File: src/rtl/branch_target_predictor_if.sv
// Predictor bus between the ID/EX pipeline and the branch target buffer.
// The pipeline drives lookups and resolutions; the predictor answers.
interface branch_target_predictor_if #(
  parameter int ADDR_WIDTH = 32,
  parameter int STAT_WIDTH = 32
);
  logic [ADDR_WIDTH-1:0] ID_PC;
  logic                  ID_STAGE_BRANCH;
  logic                  PREDICT_TAKEN;
  logic [ADDR_WIDTH-1:0] PREDICT_TARGET;
  logic                  EX_BRANCH;
  logic [ADDR_WIDTH-1:0] EX_PC;
  logic                  EX_TAKEN;
  logic [ADDR_WIDTH-1:0] EX_TARGET;
  logic                  EX_PRED_TAKEN;
  logic [ADDR_WIDTH-1:0] EX_PRED_TARGET;
  logic                  STALL;
  logic                  FLUSH;
  logic [ADDR_WIDTH-1:0] REDIRECT_PC;
  logic [STAT_WIDTH-1:0] BRANCH_COUNT;
  logic [STAT_WIDTH-1:0] MISPREDICT_COUNT;

  modport master (
    output ID_PC, ID_STAGE_BRANCH,
    output EX_BRANCH, EX_PC, EX_TAKEN, EX_TARGET,
    output EX_PRED_TAKEN, EX_PRED_TARGET, STALL,
    input  PREDICT_TAKEN, PREDICT_TARGET,
    input  FLUSH, REDIRECT_PC,
    input  BRANCH_COUNT, MISPREDICT_COUNT
  );

  modport slave (
    input  ID_PC, ID_STAGE_BRANCH,
    input  EX_BRANCH, EX_PC, EX_TAKEN, EX_TARGET,
    input  EX_PRED_TAKEN, EX_PRED_TARGET, STALL,
    output PREDICT_TAKEN, PREDICT_TARGET,
    output FLUSH, REDIRECT_PC,
    output BRANCH_COUNT, MISPREDICT_COUNT
  );
endinterface

File: src/rtl/branch_target_predictor.sv
// Direct-mapped tagged branch target buffer with saturating counters.
// ID looks up combinationally; EX resolves, flushes and updates on the edge.
module branch_target_predictor #(
  parameter int INDEX_BITS   = 3,
  parameter int TAG_BITS     = 8,
  parameter int COUNTER_BITS = 2,
  parameter int ADDR_WIDTH   = 32,
  parameter int STAT_WIDTH   = 32
) (
  input logic CLK,
  input logic RESET,
  branch_target_predictor_if.slave bus
);

  localparam int N = 1 << INDEX_BITS;
  localparam int TLO = INDEX_BITS + 2;
  localparam int THI = INDEX_BITS + TAG_BITS + 1;
  localparam logic [COUNTER_BITS-1:0] WNT =
    {1'b0, {(COUNTER_BITS-1){1'b1}}};
  localparam logic [COUNTER_BITS-1:0] WT =
    {1'b1, {(COUNTER_BITS-1){1'b0}}};
  localparam logic [ADDR_WIDTH-1:0] FOUR = ADDR_WIDTH'(4);

  logic                    valid_q [N];
  logic [TAG_BITS-1:0]     tag_q   [N];
  logic [ADDR_WIDTH-1:0]   tgt_q   [N];
  logic [COUNTER_BITS-1:0] ctr_q   [N];

  logic [STAT_WIDTH-1:0] br_cnt_q, br_cnt_d;
  logic [STAT_WIDTH-1:0] mp_cnt_q, mp_cnt_d;

  logic [INDEX_BITS-1:0] id_idx, ex_idx;
  logic [TAG_BITS-1:0]   id_tag, ex_tag;
  logic                  id_hit, ex_hit;
  logic                  pred_tk;
  logic                  resolve, mispredict, flush;

  logic                    we;
  logic                    wr_valid;
  logic [TAG_BITS-1:0]     wr_tag;
  logic [ADDR_WIDTH-1:0]   wr_tgt;
  logic [COUNTER_BITS-1:0] wr_ctr;

  logic unused_pc;

  assign unused_pc = ^{bus.ID_PC, bus.EX_PC};

  assign id_idx = bus.ID_PC[INDEX_BITS+1:2];
  assign id_tag = bus.ID_PC[THI:TLO];
  assign ex_idx = bus.EX_PC[INDEX_BITS+1:2];
  assign ex_tag = bus.EX_PC[THI:TLO];

  assign id_hit  = valid_q[id_idx] && (tag_q[id_idx] == id_tag);
  assign ex_hit  = valid_q[ex_idx] && (tag_q[ex_idx] == ex_tag);
  assign pred_tk = bus.ID_STAGE_BRANCH && id_hit
                && (ctr_q[id_idx] >= WT);

  assign resolve    = bus.EX_BRANCH && !bus.STALL;
  assign mispredict = (bus.EX_PRED_TAKEN != bus.EX_TAKEN)
                   || (bus.EX_TAKEN
                       && (bus.EX_PRED_TARGET != bus.EX_TARGET));
  assign flush      = resolve && mispredict;

  assign bus.PREDICT_TAKEN  = RESET && pred_tk;
  assign bus.PREDICT_TARGET = !RESET ? '0
                            : pred_tk ? tgt_q[id_idx]
                            : bus.ID_PC + FOUR;
  assign bus.FLUSH       = RESET && flush;
  assign bus.REDIRECT_PC = !RESET ? '0
                         : bus.EX_TAKEN ? bus.EX_TARGET
                         : bus.EX_PC + FOUR;

  assign bus.BRANCH_COUNT     = br_cnt_q;
  assign bus.MISPREDICT_COUNT = mp_cnt_q;

  // Build the new contents of the EX-indexed entry for this resolve.
  always_comb begin
    we       = 1'b0;
    wr_valid = valid_q[ex_idx];
    wr_tag   = tag_q[ex_idx];
    wr_tgt   = tgt_q[ex_idx];
    wr_ctr   = ctr_q[ex_idx];
    if (resolve) begin
      if (ex_hit) begin
        we = 1'b1;
        if (bus.EX_TAKEN) begin
          wr_tgt = bus.EX_TARGET;
          if (ctr_q[ex_idx] != '1)
            wr_ctr = ctr_q[ex_idx] + 1'b1;
        end else if (ctr_q[ex_idx] != '0) begin
          wr_ctr = ctr_q[ex_idx] - 1'b1;
        end
      end else if (bus.EX_TAKEN) begin
        we       = 1'b1;
        wr_valid = 1'b1;
        wr_tag   = ex_tag;
        wr_tgt   = bus.EX_TARGET;
        wr_ctr   = WT;
      end
    end
  end

  // Saturating statistics; they never wrap back to zero.
  always_comb begin
    br_cnt_d = br_cnt_q;
    mp_cnt_d = mp_cnt_q;
    if (resolve && br_cnt_q != '1)
      br_cnt_d = br_cnt_q + 1'b1;
    if (flush && mp_cnt_q != '1)
      mp_cnt_d = mp_cnt_q + 1'b1;
  end

  // Table storage; reset clears every entry and wins over a pending write.
  always_ff @(posedge CLK or negedge RESET) begin
    if (!RESET) begin
      for (int i = 0; i < N; i++) begin
        valid_q[i] <= 1'b0;
        tag_q[i]   <= '0;
        tgt_q[i]   <= '0;
        ctr_q[i]   <= WNT;
      end
    end else if (we) begin
      valid_q[ex_idx] <= wr_valid;
      tag_q[ex_idx]   <= wr_tag;
      tgt_q[ex_idx]   <= wr_tgt;
      ctr_q[ex_idx]   <= wr_ctr;
    end
  end

  // Statistics registers.
  always_ff @(posedge CLK or negedge RESET) begin
    if (!RESET) begin
      br_cnt_q <= '0;
      mp_cnt_q <= '0;
    end else begin
      br_cnt_q <= br_cnt_d;
      mp_cnt_q <= mp_cnt_d;
    end
  end

endmodule
File: src/flat_wrapper.sv
// flat-port wrapper written by rule: the top's interface ports become plain ports
module branch_target_predictor_flat 
#(
  parameter int INDEX_BITS   = 3,
  parameter int TAG_BITS     = 8,
  parameter int COUNTER_BITS = 2,
  parameter int ADDR_WIDTH   = 32,
  parameter int STAT_WIDTH   = 32
)
  (CLK, RESET, bus_ID_PC, bus_ID_STAGE_BRANCH, bus_EX_BRANCH, bus_EX_PC, bus_EX_TAKEN, bus_EX_TARGET, bus_EX_PRED_TAKEN, bus_EX_PRED_TARGET, bus_STALL, bus_PREDICT_TAKEN, bus_PREDICT_TARGET, bus_FLUSH, bus_REDIRECT_PC, bus_BRANCH_COUNT, bus_MISPREDICT_COUNT);
  branch_target_predictor_if #(.ADDR_WIDTH(ADDR_WIDTH), .STAT_WIDTH(STAT_WIDTH)) bus_i ();
  input logic CLK;
  input logic RESET;
  input wire logic [$bits(bus_i.ID_PC)-1:0] bus_ID_PC;
  input wire logic [$bits(bus_i.ID_STAGE_BRANCH)-1:0] bus_ID_STAGE_BRANCH;
  input wire logic [$bits(bus_i.EX_BRANCH)-1:0] bus_EX_BRANCH;
  input wire logic [$bits(bus_i.EX_PC)-1:0] bus_EX_PC;
  input wire logic [$bits(bus_i.EX_TAKEN)-1:0] bus_EX_TAKEN;
  input wire logic [$bits(bus_i.EX_TARGET)-1:0] bus_EX_TARGET;
  input wire logic [$bits(bus_i.EX_PRED_TAKEN)-1:0] bus_EX_PRED_TAKEN;
  input wire logic [$bits(bus_i.EX_PRED_TARGET)-1:0] bus_EX_PRED_TARGET;
  input wire logic [$bits(bus_i.STALL)-1:0] bus_STALL;
  output wire logic [$bits(bus_i.PREDICT_TAKEN)-1:0] bus_PREDICT_TAKEN;
  output wire logic [$bits(bus_i.PREDICT_TARGET)-1:0] bus_PREDICT_TARGET;
  output wire logic [$bits(bus_i.FLUSH)-1:0] bus_FLUSH;
  output wire logic [$bits(bus_i.REDIRECT_PC)-1:0] bus_REDIRECT_PC;
  output wire logic [$bits(bus_i.BRANCH_COUNT)-1:0] bus_BRANCH_COUNT;
  output wire logic [$bits(bus_i.MISPREDICT_COUNT)-1:0] bus_MISPREDICT_COUNT;
  assign bus_i.ID_PC = bus_ID_PC;
  assign bus_i.ID_STAGE_BRANCH = bus_ID_STAGE_BRANCH;
  assign bus_i.EX_BRANCH = bus_EX_BRANCH;
  assign bus_i.EX_PC = bus_EX_PC;
  assign bus_i.EX_TAKEN = bus_EX_TAKEN;
  assign bus_i.EX_TARGET = bus_EX_TARGET;
  assign bus_i.EX_PRED_TAKEN = bus_EX_PRED_TAKEN;
  assign bus_i.EX_PRED_TARGET = bus_EX_PRED_TARGET;
  assign bus_i.STALL = bus_STALL;
  assign bus_PREDICT_TAKEN = bus_i.PREDICT_TAKEN;
  assign bus_PREDICT_TARGET = bus_i.PREDICT_TARGET;
  assign bus_FLUSH = bus_i.FLUSH;
  assign bus_REDIRECT_PC = bus_i.REDIRECT_PC;
  assign bus_BRANCH_COUNT = bus_i.BRANCH_COUNT;
  assign bus_MISPREDICT_COUNT = bus_i.MISPREDICT_COUNT;
  branch_target_predictor #(.INDEX_BITS(INDEX_BITS), .TAG_BITS(TAG_BITS), .COUNTER_BITS(COUNTER_BITS), .ADDR_WIDTH(ADDR_WIDTH), .STAT_WIDTH(STAT_WIDTH)) u_core (.CLK(CLK), .RESET(RESET), .bus(bus_i));
endmodule
File: config.mk
export PLATFORM = sky130hd
export DESIGN_NAME = branch_target_predictor_flat
export DESIGN_NICKNAME = d
export VERILOG_FILES = /design/src/rtl/branch_target_predictor_if.sv /design/src/rtl/branch_target_predictor.sv /design/src/flat_wrapper.sv
export SDC_FILE = /design/constraint.sdc
export NUM_CORES = 1
export LEC_CHECK = 0
export BUFFER_PORTS_ARGS = -buffer_cell sky130_fd_sc_hd__buf_2
export CELL_PAD_IN_SITES_DETAIL_PLACEMENT = 1
export CELL_PAD_IN_SITES_GLOBAL_PLACEMENT = 1
export CORE_MARGIN = 2
export CORE_UTILIZATION = 40
export CTS_CLUSTER_DIAMETER = 40
export DETAILED_ROUTE_END_ITERATION = 10
export PLACE_DENSITY = 0.78
export SETUP_SLACK_MARGIN = 0.2
export SLEW_MARGIN = 30
export SYNTH_ARGS = -nofsm -noshare
export SYNTH_HDL_FRONTEND = slang
export SYNTH_SLANG_ARGS = --single-unit
File: constraint.sdc
create_clock -name CLK -period 3.2 [get_ports CLK]
set_input_delay 0.48 -clock CLK [delete_from_list [all_inputs] [get_ports CLK]]
set_output_delay 0.48 -clock CLK [all_outputs]
set_load 0.01 [all_outputs]
==> summary.json <==
{
  "run_status": {"value": "complete, but fails checks"},
  "fp.dieH": {"value": 250, "unit": "µm"},
  "area_growth_syn_to_layout": {"value": 36.1, "unit": "%"},
  "vias_in_the_first_global_route": {"value": 23866},
  "clock_latency_reported_for_the_late_side_of_the_worst_skew_pair": {"value": 660, "unit": "ps"},
  "placement.io_buffers": {"value": 264},
  "synth_mux_area_frac": {"value": 0.302},
  "end_kind": {"value": "output pin"},
  "drv.max_cap_violation_count": {"value": 0},
  "netlist_area": {"value": 24300, "unit": "µm²"},
  "grt_max_degree": {"value": 66},
  "sequential_element_share_of_the_synthesized_area": {"value": 0.421},
  "gp_routability_congestion": {"value": 0.916},
  "cts.sinks": {"value": 408},
  "syn-mean-instance-area": {"value": 12.3, "unit": "µm²"},
  "critPathMaxFanout": {"value": 11},
  "timing.fmax": {"value": 213, "unit": "MHz"},
  "timing.critical_path.from_type": {"value": "flop"},
  "postRouteWirelength": {"value": 130000, "unit": "µm"},
  "yosys.area_share.xor_xnor": {"value": 0.0596},
  "share_of_synthesized_cell_area_in_full_adder_half_adder_and_majority_cells": {"value": 0.00206},
  "clock_power_share": {"value": 0.422},
  "synth-warning-count": {"value": 0},
  "sequentialPowerShare": {"value": 0.347},
  "slew_violations": {"value": 0},
  "synth_compound_area_frac": {"value": 0.0842},
  "final_util": {"value": 0.549},
  "grt_setup_unrepaired": {"value": "true"},
  "tritoncts.num_buffers": {"value": 73},
  "grt_first_pass_wirelength": {"value": 170000, "unit": "µm"},
  "detailroute.via_count": {"value": 23480},
  "layout_nets": {"value": 2609},
  "final.setup.worst_slack": {"value": -1500, "unit": "ps"},
  "post-route-drc-count": {"value": 0},
  "cts_tree": {"value": "built"},
  "fillCellCount": {"value": 6007},
  "synth_enable_flop_cells": {"value": 0},
  "post_dr_vias_cell": {"value": 7.07},
  "post_synth_inst_count": {"value": 1977},
  "hold-worst-slack": {"value": 468, "unit": "ps"},
  "share_comb_of_total_power": {"value": 0.232},
  "power_per_cell_area": {"value": 620, "unit": "nW/µm²"},
  "multiInputGateArea": {"value": 14400, "unit": "µm²"},
  "final_antenna_net_count": {"value": 0},
  "violations": {"value": "negative setup slack"},
  "final_critical_path_time_including_i_o_delays_and_setup": {"value": 4700, "unit": "ps"},
  "final-setup-viol-count": {"value": 379},
  "mappedNetlistNets": {"value": 2116},
  "post_route_cells_drive_above_1_share": {"value": 0.471},
  "combinational_family_with_the_most_area_after_synthesis": {"value": "multiplexers"},
  "critPathKind": {"value": "flop to output pin"},
  "finalCritPeriodShare": {"value": 1.47},
  "place_hpwl": {"value": 65300, "unit": "µm"},
  "hold_viol_final": {"value": 0},
  "p_sw": {"value": 0.00697, "unit": "W"},
  "cellLeakagePower": {"value": 15.8, "unit": "nW"},
  "cts-root-to-sink-buffers": {"value": 3},
  "core_area": {"value": 60100, "unit": "µm²"},
  "firstDrtPassIters": {"value": 8},
  "worst_slew_pin_slew": {"value": 1010, "unit": "ps"},
  "floorplan.die.width": {"value": 250, "unit": "µm"},
  "synthDistinctLibCells": {"value": 59},
  "initial_utilization": {"value": 0.404},
  "relSlewSlack": {"value": 0.324},
  "grt_remaining_overflow": {"value": 0},
  "drt-wirelength-per-cell": {"value": 39.2, "unit": "µm"},
  "max-vdd-ir-drop": {"value": 0.000382, "unit": "V"},
  "deepest_level_of_the_cts_h_tree": {"value": 3},
  "synth-main-ff-cell": {"value": "sky130_fd_sc_hd__dfrtp_1"},
  "design.portCount": {"value": 265},
  "worstHoldPathType": {"value": "primary input to async pin"},
  "area.sequential": {"value": 10200, "unit": "µm²"},
  "swShare": {"value": 0.340},
  "internal_power": {"value": 0.0135, "unit": "W"},
  "totalNegativeSetupSlack": {"value": -193770, "unit": "ps"},
  "antenna_found_initial": {"value": 16},
  "async_reset_ff_frac": {"value": 1.00},
  "root_cell_of_the_clock_tree": {"value": "sky130_fd_sc_hd__clkbuf_16"},
  "fp-row-count": {"value": 90},
  "ys_ff_latch": {"value": 408},
  "cp_data_required_time": {"value": 2720, "unit": "ps"},
  "floorplan.die_area": {"value": 62700, "unit": "µm²"},
  "fin_skew": {"value": 49.0, "unit": "ps"},
  "drt-initial-drc-count": {"value": 3425},
  "clk_transition_reported_paths": {"value": 70, "unit": "ps"},
  "grt_usage": {"value": 0.367},
  "synthSimpleGateAreaFrac": {"value": 0.0976},
  "worst-endpoint-arrival": {"value": 4220, "unit": "ps"}
}
-- flip-flops by register name, indices dropped and copies added, names as in the netlist --
register,cells
u_core.bus.BRANCH_COUNT,32
u_core.ctr_q,16
u_core.tgt_q,256
u_core.tag_q,64
u_core.bus.MISPREDICT_COUNT,32
u_core.valid_q,8
-- cell usage in the layout (no fill, tap or decap), types with 12 or more instances in the layout --
| master | count |
|---|---|
| sky130_fd_sc_hd__dfrtp_1 | 400 |
| sky130_fd_sc_hd__buf_2 | 256 |
| sky130_fd_sc_hd__mux2_4 | 228 |
| sky130_fd_sc_hd__buf_4 | 188 |
| sky130_fd_sc_hd__nor2_1 | 134 |
| sky130_fd_sc_hd__mux4_2 | 113 |
| sky130_fd_sc_hd__xnor2_1 | 101 |
| sky130_fd_sc_hd__a21oi_1 | 95 |
| sky130_fd_sc_hd__clkbuf_16 | 79 |
| sky130_fd_sc_hd__nand2_1 | 66 |
| sky130_fd_sc_hd__mux2_2 | 66 |
| sky130_fd_sc_hd__xor2_1 | 59 |
| sky130_fd_sc_hd__a22o_1 | 58 |
| sky130_fd_sc_hd__nand3_1 | 55 |
| sky130_fd_sc_hd__mux2i_1 | 55 |
| sky130_fd_sc_hd__buf_12 | 52 |
| sky130_fd_sc_hd__and3_1 | 34 |
| sky130_fd_sc_hd__mux2_1 | 34 |
| sky130_fd_sc_hd__nor2b_1 | 33 |
| sky130_fd_sc_hd__a211oi_2 | 33 |
| sky130_fd_sc_hd__nand4_1 | 32 |
| sky130_fd_sc_hd__a221oi_1 | 28 |
| sky130_fd_sc_hd__buf_6 | 28 |
| sky130_fd_sc_hd__nand2b_1 | 21 |
| sky130_fd_sc_hd__a211oi_4 | 18 |
| sky130_fd_sc_hd__buf_16 | 18 |
| sky130_fd_sc_hd__and2_1 | 14 |
| sky130_fd_sc_hd__and4_1 | 14 |
| sky130_fd_sc_hd__nor3_1 | 13 |
| sky130_fd_sc_hd__o21ai_0 | 12 |
-- metal layers --
layer | share of wire | track usage
met5 | 0.0014 | 0
met4 | 0.10 | 0.285
met3 | 0.14 | 0.125
met2 | 0.43 | 0.562
met1 | 0.33 | 0.424
-- logic make-up (layout without fill, tap and decap cells) --
| group | Yosys count | count (layout) |
|---|---|---|
| AO/OA/AOI/OAI | 288 | 288 |
| XOR/XNOR | 165 | 165 |
| adder cells (fa/ha/maj) | 4 | 4 |
| buffers and inverters | 150 | 702 |
| flip-flops | 408 | 408 |
| multiplexers | 505 | 505 |
| other | 0 | 8 |
| AND/OR/NAND/NOR | 457 | 459 |
-- per-stage QoR --
step | power (W) | setup WS, ps | std cells | cell area [µm²]
floorplan | 0.00888 | 205 | 1977 | 24400
global placement | 0.0101 | -510 | 3092 | 27900
detailed placement | 0.0104 | -509 | 3092 | 27900
CTS | 0.0193 | -598 | 3282 | 32200
global route | 0.0208 | -1410 | 3314 | 33000
finish | 0.0205 | -1500 | 3321 | 33000
-- cell usage after synthesis, types with 34 or more instances --
library cell | number | area, µm²
sky130_fd_sc_hd__nand3_1 | 55 | 275
sky130_fd_sc_hd__mux2_2 | 59 | 664
sky130_fd_sc_hd__a22o_1 | 59 | 517
sky130_fd_sc_hd__clkbuf_1 | 59 | 221
sky130_fd_sc_hd__a21oi_1 | 95 | 475
sky130_fd_sc_hd__mux4_2 | 113 | 2540
sky130_fd_sc_hd__mux2i_1 | 63 | 631
sky130_fd_sc_hd__nand2_1 | 68 | 255
sky130_fd_sc_hd__a211oi_1 | 55 | 413
sky130_fd_sc_hd__dfrtp_1 | 400 | 10000
sky130_fd_sc_hd__xnor2_1 | 104 | 911
sky130_fd_sc_hd__mux2_1 | 155 | 1750
sky130_fd_sc_hd__xor2_1 | 61 | 534
sky130_fd_sc_hd__nor2b_1 | 34 | 213
sky130_fd_sc_hd__nor2_1 | 136 | 510
sky130_fd_sc_hd__mux2_4 | 114 | 1710
sky130_fd_sc_hd__and3_1 | 34 | 213
-- critical path, cell delays in order (launching register included) --
cell	delay, ps
sky130_fd_sc_hd__dfrtp_1	470
sky130_fd_sc_hd__mux4_2	650
sky130_fd_sc_hd__mux2i_4	380
sky130_fd_sc_hd__xor2_1	320
sky130_fd_sc_hd__nor3b_2	280
sky130_fd_sc_hd__nand4b_1	190
sky130_fd_sc_hd__buf_6	210
sky130_fd_sc_hd__buf_12	160
sky130_fd_sc_hd__a211oi_2	570
sky130_fd_sc_hd__a211oi_2	130
sky130_fd_sc_hd__buf_2	190
-- power groups by stage --
stage / combinational (W) / clock, W / sequential, W
after floorplan: 0.00231 / 0 / 0.00657
after global placement: 0.00338 / 0 / 0.00674
after detailed placement: 0.00355 / 0 / 0.00684
after CTS: 0.00403 / 0.00845 / 0.00682
after global routing: 0.00483 / 0.00886 / 0.00708
final: 0.00474 / 0.00864 / 0.00710
-- final cells by class --
| class | instances | share of cell area |
|---|---|---|
| Antenna cell | 8 | 0.000606 |
| Clock buffer | 91 | 0.0607 |
| Clock inverter | 45 | 0.0186 |
| Inverter | 10 | 0.00114 |
| Multi-Input combinational cell | 1421 | 0.435 |
| Sequential cell | 408 | 0.309 |
| Tap cell | 782 | 0.0296 |
| Timing Repair Buffer | 556 | 0.145 |
-- what timing repair did --
item / CTS / global route
gates resized for setup: 185 / 104
endpoints found under the hold margin: 42 / 0
cloned: 16 / 6
hold buffers: 2 / 0
endpoints found under the setup margin: 339 / 390
pin swaps: 25 / 13
setup buffers: 36 / 24
-- worst paths after layout --
check / cells after the start / slack, ps / from / end
max: 10 / -1500 / u_core.tag_q[44] / bus_PREDICT_TARGET[14]
min: 3 / 470 / RESET / u_core.tgt_q[107]
max reg2reg: 14 / -620 / u_core.tag_q[42] / u_core.tgt_q[15]
min reg2reg: 1 / 490 / u_core.bus.MISPREDICT_COUNT[20] / u_core.bus.MISPREDICT_COUNT[20]
max in group asynchronous: 4 / 1230 / RESET / u_core.valid_q[6]
min in group CLK: 1 / 490 / u_core.bus.MISPREDICT_COUNT[20] / u_core.bus.MISPREDICT_COUNT[20]
(Power assumes the default switching activity.)
